### src/rtl/seq_shifter.sv
// seq_shifter: multi-cycle shift unit that sits beside the ALU and moves
// one bit position per clock. Handles SLL, SRL, SRA and a PASS-through.
//
// Ports:
//   clk      system clock, all state updates on the rising edge
//   rst      synchronous reset, active-high
//   start    request pulse, accepted in IDLE or DONE, ignored in SHIFT
//   op       00 SLL, 01 SRL, 10 SRA, 11 PASS
//   operand  value to shift, sampled with start
//   shamt    shift amount, sampled with start
//   busy     high while the shift is in progress
//   done     one-cycle pulse, result valid
//   result   shifted value, held until the next completion or reset
//
// state | meaning
// IDLE  | waiting for start
// SHIFT | one bit per edge, count holds the shifts still to do
// DONE  | result presented for one cycle, a new start may be accepted

module seq_shifter #(
    parameter int WIDTH   = 32,
    parameter int SHAMT_W = 5
) (
    input  logic               clk,
    input  logic               rst,
    input  logic               start,
    input  logic [1:0]         op,
    input  logic [WIDTH-1:0]   operand,
    input  logic [SHAMT_W-1:0] shamt,
    output logic               busy,
    output logic               done,
    output logic [WIDTH-1:0]   result
);

    typedef enum logic [1:0] {
        IDLE  = 2'd0,
        SHIFT = 2'd1,
        DONE  = 2'd2
    } state_t;

    localparam logic [1:0] OP_SLL  = 2'b00;
    localparam logic [1:0] OP_SRL  = 2'b01;
    localparam logic [1:0] OP_SRA  = 2'b10;
    localparam logic [1:0] OP_PASS = 2'b11;

    state_t             state_q, state_d;
    logic [WIDTH-1:0]   sreg_q, sreg_d;
    logic [WIDTH-1:0]   result_q, result_d;
    logic [SHAMT_W-1:0] count_q, count_d;
    logic [1:0]         op_q, op_d;

    logic               accept;
    logic [WIDTH-1:0]   shifted;

    // Start is only honoured while not shifting; DONE accepts to allow
    // back-to-back requests without an idle bubble.
    assign accept = start && (state_q != SHIFT);

    always_comb begin
        shifted = sreg_q;
        unique case (op_q)
            OP_SLL:  shifted = {sreg_q[WIDTH-2:0], 1'b0};
            OP_SRL:  shifted = {1'b0, sreg_q[WIDTH-1:1]};
            OP_SRA:  shifted = {sreg_q[WIDTH-1], sreg_q[WIDTH-1:1]};
            OP_PASS: shifted = sreg_q;
            default: shifted = sreg_q;
        endcase
    end

    always_comb begin
        state_d  = state_q;
        sreg_d   = sreg_q;
        result_d = result_q;
        count_d  = count_q;
        op_d     = op_q;

        unique case (state_q)
            IDLE, DONE: begin
                state_d = IDLE;
                if (accept) begin
                    sreg_d  = operand;
                    op_d    = op;
                    count_d = shamt;
                    if ((shamt == '0) || (op == OP_PASS)) begin
                        state_d  = DONE;
                        result_d = operand;
                    end else begin
                        state_d = SHIFT;
                    end
                end
            end
            SHIFT: begin
                sreg_d  = shifted;
                count_d = count_q - 1'b1;
                // count==1 means this edge performs the last shift.
                if (count_q == {{(SHAMT_W-1){1'b0}}, 1'b1}) begin
                    result_d = shifted;
                    state_d  = DONE;
                end
            end
            default: state_d = IDLE;
        endcase
    end

    always_ff @(posedge clk) begin
        if (rst) begin
            state_q  <= IDLE;
            sreg_q   <= '0;
            result_q <= '0;
            count_q  <= '0;
            op_q     <= '0;
        end else begin
            state_q  <= state_d;
            sreg_q   <= sreg_d;
            result_q <= result_d;
            count_q  <= count_d;
            op_q     <= op_d;
        end
    end

    assign busy   = (state_q == SHIFT);
    assign done   = (state_q == DONE);
    assign result = result_q;

endmodule

### config.mk
export PLATFORM = sky130hd
export DESIGN_NAME = seq_shifter
export DESIGN_NICKNAME = d
export VERILOG_FILES = /design/src/rtl/seq_shifter.sv
export SDC_FILE = /design/constraint.sdc
export NUM_CORES = 1
export LEC_CHECK = 0
export BUFFER_PORTS_ARGS = -buffer_cell sky130_fd_sc_hd__buf_2
export CAP_MARGIN = 25
export CORE_MARGIN = 5
export CORE_UTILIZATION = 50
export CTS_CLUSTER_DIAMETER = 120
export DETAILED_ROUTE_END_ITERATION = 7
export HOLD_SLACK_MARGIN = 0.12
export PLACE_DENSITY = 0.84
export SLEW_MARGIN = 0
export SYNTH_ARGS = -nofsm -noshare
export SYNTH_HDL_FRONTEND = slang
export SYNTH_SLANG_ARGS = --single-unit
### constraint.sdc
create_clock -name clk -period 1.6 [get_ports clk]
set_input_delay 0.16 -clock clk [delete_from_list [all_inputs] [get_ports clk]]
set_output_delay 0.16 -clock clk [all_outputs]
set_load 0.01 [all_outputs]
==> run metrics, run 1 <==
syn_nets 520; measured slew at the worst slew-check pin roughly 0.47 ns; critical path class reg2reg; crit path max fanout 8; most numerous cell in the Yosys netlist nand2_1; most area-hungry cell type in the Yosys netlist dfxtp_1; dpl hpwl 6570 µm; setup TNS 0 ns; Die Height between 90 and 100 µm; Int Pwr 3.22 mW; Cell Area, Synth 3830 µm²; cell count after synthesis about 480; synth unique cells 40; Final Max Tran Viols 0; IO buf count 75; Yosys reg bits 73; I/O Pins 76; H-tree depth 3; worst path arrival time 1.84 ns; area grow syn2layout 23.7%; Setup crit end kind register; Tmin final around 1.5 ns; Root Driver clkbuf_8; Seq/Total Area, Yosys 0.381; maximum buffer depth of the clock tree 2; nets between 500 and 600; Fmax ~650 MHz; first-pass GRT wire length 16,300 µm; Post-DRT Antenna Nets 0; LEAKAGE 1.82 nW; Post-route DRC 0; Reg power frac 0.442; die width 97.6 µm; final setup vio count 0; MaxCap Viol Count 0; share of cells above drive strength 1 0.257; Ys Warns 0; Slew headroom 0.686; CTS tree yes; Hold Vio Cnt, Final 0; CP required roughly 1.9 ns; Cell Rows 32; largest net degree at the start of global routing 34; syn avg cell area 8.05 µm²; pre-CTS setup slack -0.0351 ns; 1st-iter DRT viols 308; Clk Latency, worst-skew pair 0.36 ns; final setup margin 0.0529 ns; RePlAce Congestion 0.845; vias in the first global route 3,552; Hold Crit Class in2reg; Via density just under 6; clock slew at reported path FFs approximately 0.08 ns; status completed; Core ar. 7610 µm²; top_reg_cell synth dfxtp_1; sw power 1.56 mW; number of synthesized flops with an enable pin 0; sw frac 0.326; router iterations before antenna repair 5; clock share of power 0.315; final setup skew between 0.007 and 0.008 ns; initial antenna violation count 0; clock sinks 73; top cell type's share of synthesized area 0.381; Tot GR Track Use 0.204; TritonCTS buffer count 9; worst vdd ir around 0.64 mV; n_diodes 0; Post-synth ARST share 0; routed wire length 10,400 µm; Area contributors post-synth dfxtp_1 38%, o211ai_1 12%, nand2_1 12%; DIE AREA 9520 µm²; critical path startpoint category register; Final Cycle Share 0.967; synth cell count leaders 120 x nand2_1, 73 x dfxtp_1, 72 x a21oi_1; routed len/inst 15.8 µm; global route total overflow 0; Gate power share 0.243; power density cells 1010 nW/µm²; Initial Util 0.504; via count 3,857
==> per-layer routing <==
layer | global-route usage | vias up | routed length [µm]
met5 | 0 | - | 0
li1 | - | 1880 | -
met2 | 0.333 | 136 | 5040
met4 | 0.0841 | 0 | 159
met3 | 0.0481 | 21 | 553
met1 | 0.257 | 1820 | 4660
==> state kept, by name, indices dropped and copies added (netlist names) <==
name / cells
count_q: 5
state_q: 2
result: 32
op_q: 2
sreg_q: 32
==> area by class of cell <==
type	instances	area [µm²]
Clock inverter	7	78.8
Clock buffer	9	124
Inverter	3	18.8
Timing Repair inverter	1	6.26
Sequential cell	73	1460
Multi-Input combinational cell	357	2120
Timing Repair Buffer	107	802
Tap cell	102	128
Fill cell	650	2870
==> power by group through the flow <==
stage | Clock [mW] | Sequential (mW) | Combinational (mW)
detailed placement | 0 | 2.14 | 1.04
global placement | 0 | 2.14 | 1.01
finish | 1.50 | 2.11 | 1.16
floorplan | 0 | 2.13 | 0.763
global route | 1.62 | 2.14 | 1.27
CTS | 1.52 | 2.10 | 1.08
==> timing repair <==
action | in CTS | in global routing
endpoints found under the hold margin | 7 | 0
hold buffers | 7 | 0
cloned | 1 | 3
pin swaps | 0 | 6
buffers inserted | 0 | 5
endpoints found under the setup margin | 33 | 50
gates resized for setup | 5 | 16
==> logic make-up (layout without fill, tap and decap cells) <==
| group | after synthesis | in the layout | synth area share |
|---|---|---|---|
| buffers and inverters | 47 | 127 | 0.0787 |
| flip-flops | 73 | 73 | 0.381 |
| multiplexers | 3 | 3 | 0.00816 |
| adder cells (fa/ha/maj) | 2 | 2 | 0.00653 |
| AND/OR/NAND/NOR | 161 | 161 | 0.179 |
| XOR/XNOR | 2 | 2 | 0.00457 |
| AO/OA/AOI/OAI | 188 | 189 | 0.342 |
==> critical path: stages (launching register included) <==
cell and delay [ns]:
dfxtp_1 0.37, nor3_2 0.25, nand2_2 0.14, o22ai_4 0.17, buf_12 0.15, clkbuf_16 0.15, o211ai_1 0.09, a21oi_1 0.15
==> final timing paths <==
check | startpoint | to | slack (ns) | cells past startpoint
setup / recovery | count_q[2] | result[23] | 0.05 | 7
hold / removal | operand[26] | result[26] | 0.13 | 3
setup reg to reg | count_q[2] | result[23] | 0.05 | 7
hold reg to reg | result[5] | result[5] | 0.45 | 2
==> cell usage in the layout, fill, tap and decap left out, drive strengths merged <==
master,n
xor2,1
a221oi,3
bufinv,1
o311ai,1
dlygate4sd3,2
dlymetal6s4s,5
o22a,2
buf,98
nor2,13
o22ai,1
or2,1
nand2,122
o211ai,63
clkinvlp,3
xnor2,1
nand3,1
dfxtp,73
clkinv,1
mux2,1
a22oi,2
o221ai,13
a32oi,1
inv,6
clkbuf,11
nand3b,1
a2bb2oi,14
mux2i,2
a31oi,1
nor2b,2
ha,2
nor3b,1
nor3,3
nand2b,17
o21ai,16
a21oi,72
==> metrics by stage <==
step | power [mW] | instances | util | area [µm²] | hold WS [ns]
floorplan | 2.89 | 476 | - | 3830 | 0.296
global placement | 3.15 | 629 | 0.562 | 4280 | 0.423
detailed placement | 3.19 | 629 | 0.562 | 4280 | 0.431
CTS | 4.70 | 653 | 0.601 | 4570 | 0.144
global route | 5.03 | 659 | 0.623 | 4740 | 0.154
finish | 4.78 | 659 | 0.623 | 4740 | 0.129
(Power assumes the default switching activity.)
==> inputs of run 2 (changes only) <==
--- a/config.mk
+++ b/config.mk
@@ -12,7 +12,7 @@
 export CTS_CLUSTER_DIAMETER = 120
 export DETAILED_ROUTE_END_ITERATION = 7
 export HOLD_SLACK_MARGIN = 0.12
-export PLACE_DENSITY = 0.84
+export PLACE_DENSITY = 0.81
 export SLEW_MARGIN = 0
 export SYNTH_ARGS = -nofsm -noshare
 export SYNTH_HDL_FRONTEND = slang
==> run 2 against run 1 <==
Fmax grew 0.25%. Sequential share of layout area grew 0.81 points. Final cell count shrank 0.76%. Design area shrank 2.5%. Clock-buffer cell count is the same. Core utilization shrank 1.5 points. Sequential power is essentially flat. Via count shrank 1.8%. Global-route usage shrank 0.53 points. Flip-flop and latch count is the same. Critical path type is now in2reg. Critical endpoint is now result[13]. Highest routed layer unchanged.
==> run metrics, run 2 (synthesized netlist as in run 1, its figures left out) <==
Final Max Tran Viols 0 (unchanged); worst path cell trace dlygate4sd3_1, buf_2, a22oi_2, o22a_4, nand2_1, a21oi_2; R2R Path End result[1]; critical path startpoint category input pin; Fin Hold WS 0.154 ns (+0.0246 ns); worst vdd ir 0.487 mV (-24%); Post-DRT Antenna Nets 0 (unchanged); H-tree depth 3 (unchanged); Core ar. 7610 µm² (unchanged); Gate power share 0.230 (-0.013); vias in the first global route 3,448 (-2.9%); Root Driver clkbuf_8; Worst R2R Start op_q[1]; status completed; measured slew at the worst slew-check pin 0.460 ns (-0.0118 ns); die width 97.6 µm (unchanged); Inst Count DP 628 (-0.16%); share of cells above drive strength 1 0.259 (+0.00233); via count 3,786 (-1.8%); Tot GR Track Use 0.198 (-0.00530); Clk Latency, worst-skew pair 0.35 ns (about the same); router iterations before antenna repair 5 (unchanged); dpl hpwl 6380 µm (-2.8%); area grow syn2layout 20.6%; Max stage delay cell, worst path dlygate4sd3_1; Filler cells 690 (+6.2%); clock slew at reported path FFs 0.08 ns (about the same); delay-heaviest family, CP compound AO/OA/AOI/OAI gates; Reg power frac 0.438 (-0.004); Reg2Reg Depth 5 (-2); Fmax 648 MHz (+0.25%); sw power 1.48 mW (-4.9%); commonest non-fill, non-tap cells in the layout 120 x nand2_1, 75 x buf_2, 70 x dfxtp_1; Tot Pwr 4.81 mW (+0.70%); Post-route DRC 0 (unchanged); CP peak stage delay 0.53 ns (+0.16 ns); sw frac 0.308 (-0.0182); final setup vio count 0 (unchanged); routed len/inst 15.3 µm (-3.3%); LEAKAGE 1.73 nW (-5.1%); IO buf count 75 (unchanged); routed wire length 10,000 µm (-4.0%); post-layout util 0.608 (-0.0155); crit path max fanout 17 (+9); Tmin final 1.54 ns (-0.00385 ns); hold path depth 3 (unchanged); Hold Vio Cnt, Final 0 (unchanged); Initial Util 0.504 (unchanged); min-delay src operand[21]; RSZ-0062 raised after global routing yes; CTS tree yes; global route total overflow 0 (unchanged); final setup skew 0.0113 ns (+0.00357 ns); I/O Pins 76 (unchanged); critical path class in2reg; RePlAce Congestion 0.803 (-4.9%); non-filler instance count after layout 654 (-0.76%); CP bufs+invs 2 (unchanged); commonest non-fill, non-tap cell in the layout nand2_1; Final Cycle Share 0.965 (-0.00240); setup slack, reg-to-reg 0.08 ns (+0.03 ns); Slew headroom 0.693 (+0.00712); maximum buffer depth of the clock tree 2 (unchanged); initial antenna violation count 0 (unchanged); n_diodes 0 (unchanged); largest net degree at the start of global routing 74 (+120%); CP required 1.88 ns (about the same); Hold Crit Class in2reg; TritonCTS buffer count 9 (unchanged); Setup crit end kind register; DIE AREA 9520 µm² (unchanged); Die Height 97.6 µm (unchanged); power density cells 1040 nW/µm² (+3.3%); 1st-iter DRT viols 235 (-24%); nets 591 (-0.84%); pre-CTS setup slack -0.0317 ns (+0.00342 ns); worst path arrival time 1.82 ns (-0.02 ns); Via density 5.79 (-1.1%); Int Pwr 3.33 mW (+3.4%); MaxCap Viol Count 0 (unchanged); hold endpoint sreg_q[21]; first-pass GRT wire length 16,100 µm (-1.4%); final setup margin 0.0567 ns (+0.00385 ns); clock sinks 73 (unchanged); Cell Rows 32 (unchanged); clock share of power 0.331 (+0.016)
[run 2: worst min-delay path: stages]
cell and delay, ns:
buf_2 0.09, o211ai_1 0.09, a21oi_1 0.13
[run 2: cell type report]
type / instances / area [µm²] / area share
clock buffer: 9 / 124 / 0.0268
clock inverter: 7 / 95.1 / 0.0206
inverter: 3 / 16.3 / 0.00352
multi-input combinational: 357 / 2130 / 0.460
sequential: 73 / 1470 / 0.317
tap: 102 / 128 / 0.0276
timing repair buffer: 103 / 669 / 0.145
[run 2: power by group through the flow]
stage                     clock network (mW)  registers (mW)  logic [mW]
final                                   1.59            2.11        1.11
after global routing                    1.72            2.13        1.22
after CTS                               1.63            2.10        1.07
after detailed placement                   0            2.14        1.04
after global placement                     0            2.13        1.02
after floorplan                            0            2.13       0.763
[run 2: worst max-delay path by stage]
stage / start / endpoint / slack (ns) / cells past startpoint
after global routing: shamt[0] / result[30] / -0.01 / 8
after floorplan: op_q[0] / result[30] / 0.27 / 7
after CTS: op_q[1] / result[1] / 0.04 / 5
final: op[0] / result[13] / 0.06 / 6
after detailed placement: count_q[1] / result[13] / -0.03 / 6
after global placement: count_q[1] / result[15] / 0.04 / 6
[run 2: metrics by stage]
stage	TNS, ns	cell area [µm²]
floorplan	0	3830
global route	-0.0148	4620
CTS	0	4560
detailed placement	-0.401	4260
global placement	0	4260
finish	0	4620
[run 2: timing repair]
action                     4_1_cts  5_1_grt
hold endpoints to repair         7        0
hold buffers                     7        0
setup buffers                    0        2
gates resized for setup          2       12
cloned                           0        1
setup endpoints to repair       32       27
[run 2: layer usage]
metal  GRT usage  vias to the layer above  wire (µm)
met5           0                        -          0
met4      0.0511                        0         79
met3      0.0459                       13        607
met2       0.320                      148       4800
met1       0.267                     1754       4520
li1            -                     1871          -
==> inputs of run 3 (changes only) <==
--- a/config.mk
+++ b/config.mk
@@ -7,12 +7,14 @@
 export LEC_CHECK = 0
 export BUFFER_PORTS_ARGS = -buffer_cell sky130_fd_sc_hd__buf_2
 export CAP_MARGIN = 25
+export CELL_PAD_IN_SITES_DETAIL_PLACEMENT = 1
+export CELL_PAD_IN_SITES_GLOBAL_PLACEMENT = 1
 export CORE_MARGIN = 5
-export CORE_UTILIZATION = 50
+export CORE_UTILIZATION = 40
 export CTS_CLUSTER_DIAMETER = 120
 export DETAILED_ROUTE_END_ITERATION = 7
 export HOLD_SLACK_MARGIN = 0.12
-export PLACE_DENSITY = 0.81
+export PLACE_DENSITY = 0.87
 export SLEW_MARGIN = 0
 export SYNTH_ARGS = -nofsm -noshare
 export SYNTH_HDL_FRONTEND = slang
==> constraint.sdc (replaced) <==
create_clock -name clk -period 1.6 [get_ports clk]
set_input_delay 0 -clock clk [delete_from_list [all_inputs] [get_ports clk]]
set_output_delay 0 -clock clk [all_outputs]
set_load 0.01 [all_outputs]
==> run 3 against run 2 <==
Largest cell class unchanged. Clock power down 9%. Global-route usage up 2.7 points. Flip-flop and latch count did not move. Design area is 7.0% higher. First-iteration DRC count shrank 29%. Highest routed layer unchanged. Total power is 0.55% lower. Setup slack improved by 0.059 ns. Largest power group unchanged. Non-clock buffer count rose by 30.
==> run metrics, run 3 (synthesized netlist as in run 1, its figures left out) <==
post-route cell area 4950 µm² (+7.0%); Post-DP Area 4340 µm² (+1.9%); delay-heaviest family, CP compound AO/OA/AOI/OAI gates; area grow syn2layout 29.0%; LEAKAGE 1.86 nW (+7.4%); Die Height 108 µm (+11%); dpl hpwl 7840 µm (+23%); commonest non-fill, non-tap cells in the layout 119 x nand2_1, 75 x buf_2, 72 x a21oi_1; Filler cells 1,148 (+66%); Final Max Tran Viols 0 (unchanged); CP bufs+invs 1 (-1); Post-route DRC 0 (unchanged); Hold Vio Cnt, Final 0 (unchanged); DIE AREA 11,600 µm² (+22%); setup TNS 0 ns (unchanged); CP peak stage delay 0.37 ns (-0.16 ns); Setup crit end kind register; router iterations before antenna repair 4 (-1); crit path max fanout 17 (unchanged); Cell Rows 35 (+9.4%); Tmin final 1.48 ns (-0.0587 ns); Inst Count DP 656 (+4.5%); final setup skew 0.0123 ns (+0.00101 ns); critical path class reg2reg; Max stage delay cell, worst path dfxtp_1; Tot GR Track Use 0.226 (+0.0275); worst path cell trace nor3_2, nand2_2, o22ai_4, buf_12, o211ai_1, a21oi_1; Core ar. 9280 µm² (+22%); maximum buffer depth of the clock tree 2 (unchanged); clock slew at reported path FFs 0.08 ns (about the same); I/O Pins 76 (unchanged); Clk Latency, worst-skew pair 0.35 ns (about the same); CP required 1.87 ns (about the same); Fmax 674 MHz (+4.0%); first-pass GRT wire length 21,100 µm (+31%); Via density 5.61 (-3.2%); non-filler instance count after layout 709 (+8.4%); initial antenna violation count 0 (unchanged); final setup vio count 0 (unchanged); TritonCTS buffer count 9 (unchanged); H-tree depth 3 (unchanged); Root Driver clkbuf_8; routed wire length 12,800 µm (+28%); share of cells above drive strength 1 0.234 (-0.0246); routed len/inst 18.0 µm (+18%); Initial Util 0.413 (-0.0910); n_diodes 0 (unchanged); Slew headroom 0.724 (+0.0313); 1st-iter DRT viols 167 (-29%); measured slew at the worst slew-check pin 0.410 ns (-0.0501 ns); pre-CTS setup slack -0.0551 ns (-0.0234 ns); via count 3,975 (+5.0%); power density cells 967 nW/µm² (-7.0%); status completed; Post-CTS Setup Bufs 0 (unchanged); vias in the first global route 4,158 (+21%); final setup margin 0.115 ns (+0.0587 ns); clock sinks 73 (unchanged); RePlAce Congestion 0.784 (-2.4%); worst path arrival time 1.75 ns (-0.07 ns); Fin Hold WS 0.116 ns (-0.0386 ns); RSZ-0062 raised after global routing no; Final Cycle Share 0.928 (-0.0367); Hold Crit Class in2reg; worst vdd ir 0.419 mV (-14%); commonest non-fill, non-tap cell in the layout nand2_1; IO buf count 75 (unchanged); CTS tree yes; MaxCap Viol Count 0 (unchanged); die width 108 µm (+11%); Post-DRT Antenna Nets 0 (unchanged); largest net degree at the start of global routing 74 (unchanged); global route total overflow 0 (unchanged); nets 620 (+4.9%); critical path startpoint category register
run 3: changes by cell type in the layout (fill, tap and decap cells not counted), sizes merged:
cell and change:
inv -1, clkinvlp +1, bufinv -1, dlygate4sd3 +31, o22a -1, buf -1
run 3: metal layers:
| layer | routed length [µm] | track usage | part of all wire | vias to the layer above |
|---|---|---|---|---|
| met4 | 218 | 0.0712 | 0.017 | 0 |
| met2 | 6620 | 0.406 | 0.52 | 107 |
| met3 | 489 | 0.0336 | 0.038 | 20 |
| li1 | - | - | - | 1919 |
| met1 | 5470 | 0.276 | 0.43 | 1929 |
| met5 | 0 | 0 | 0 | - |
run 3: path summary, 6_finish.rpt:
| path | from | end | slack (ns) | depth (start not counted) |
|---|---|---|---|---|
| worst min-delay path | rst | count_q[3] | 0.12 | 3 |
| worst max-delay path | count_q[2] | result[30] | 0.12 | 6 |
| worst max register to register | count_q[2] | result[30] | 0.12 | 6 |
| worst min register to register | result[22] | result[22] | 0.45 | 2 |
run 3: layout make-up:
type	instances	area [µm²]	area share
Clock buffer	9	124	0.0250
Clock inverter	6	60.1	0.0121
Inverter	3	23.8	0.00481
Multi-Input combinational cell	356	2090	0.423
Sequential cell	73	1460	0.296
Tap cell	129	161	0.0326
Timing Repair Buffer	133	1020	0.206
run 3: report_power, final:
part | internal (mW) | leakage (nW) | switching [mW]
clock network | 0.704 | 0.0909 | 0.738
registers | 1.97 | 0.599 | 0.152
logic | 0.545 | 1.17 | 0.675
run 3: per-stage QoR:
step	power [mW]	utilization
global placement	3.20	0.467
global route	5.03	0.533
finish	4.78	0.533
floorplan	2.89	-
CTS	4.75	0.527
detailed placement	3.26	0.467
run 3: what timing repair did:
item	in CTS	in global routing
hold buffers	37	1
pin swaps	0	0
endpoints found under the hold margin	67	2
endpoints found under the setup margin	13	50
resized for setup	2	11
run 3: worst register-to-register path, cell delays in order (launching register included):
cell	delay, ns
dfxtp_1	0.37
nor3_2	0.23
nand2_2	0.12
o22ai_4	0.18
buf_12	0.18
o211ai_1	0.13
a21oi_1	0.18
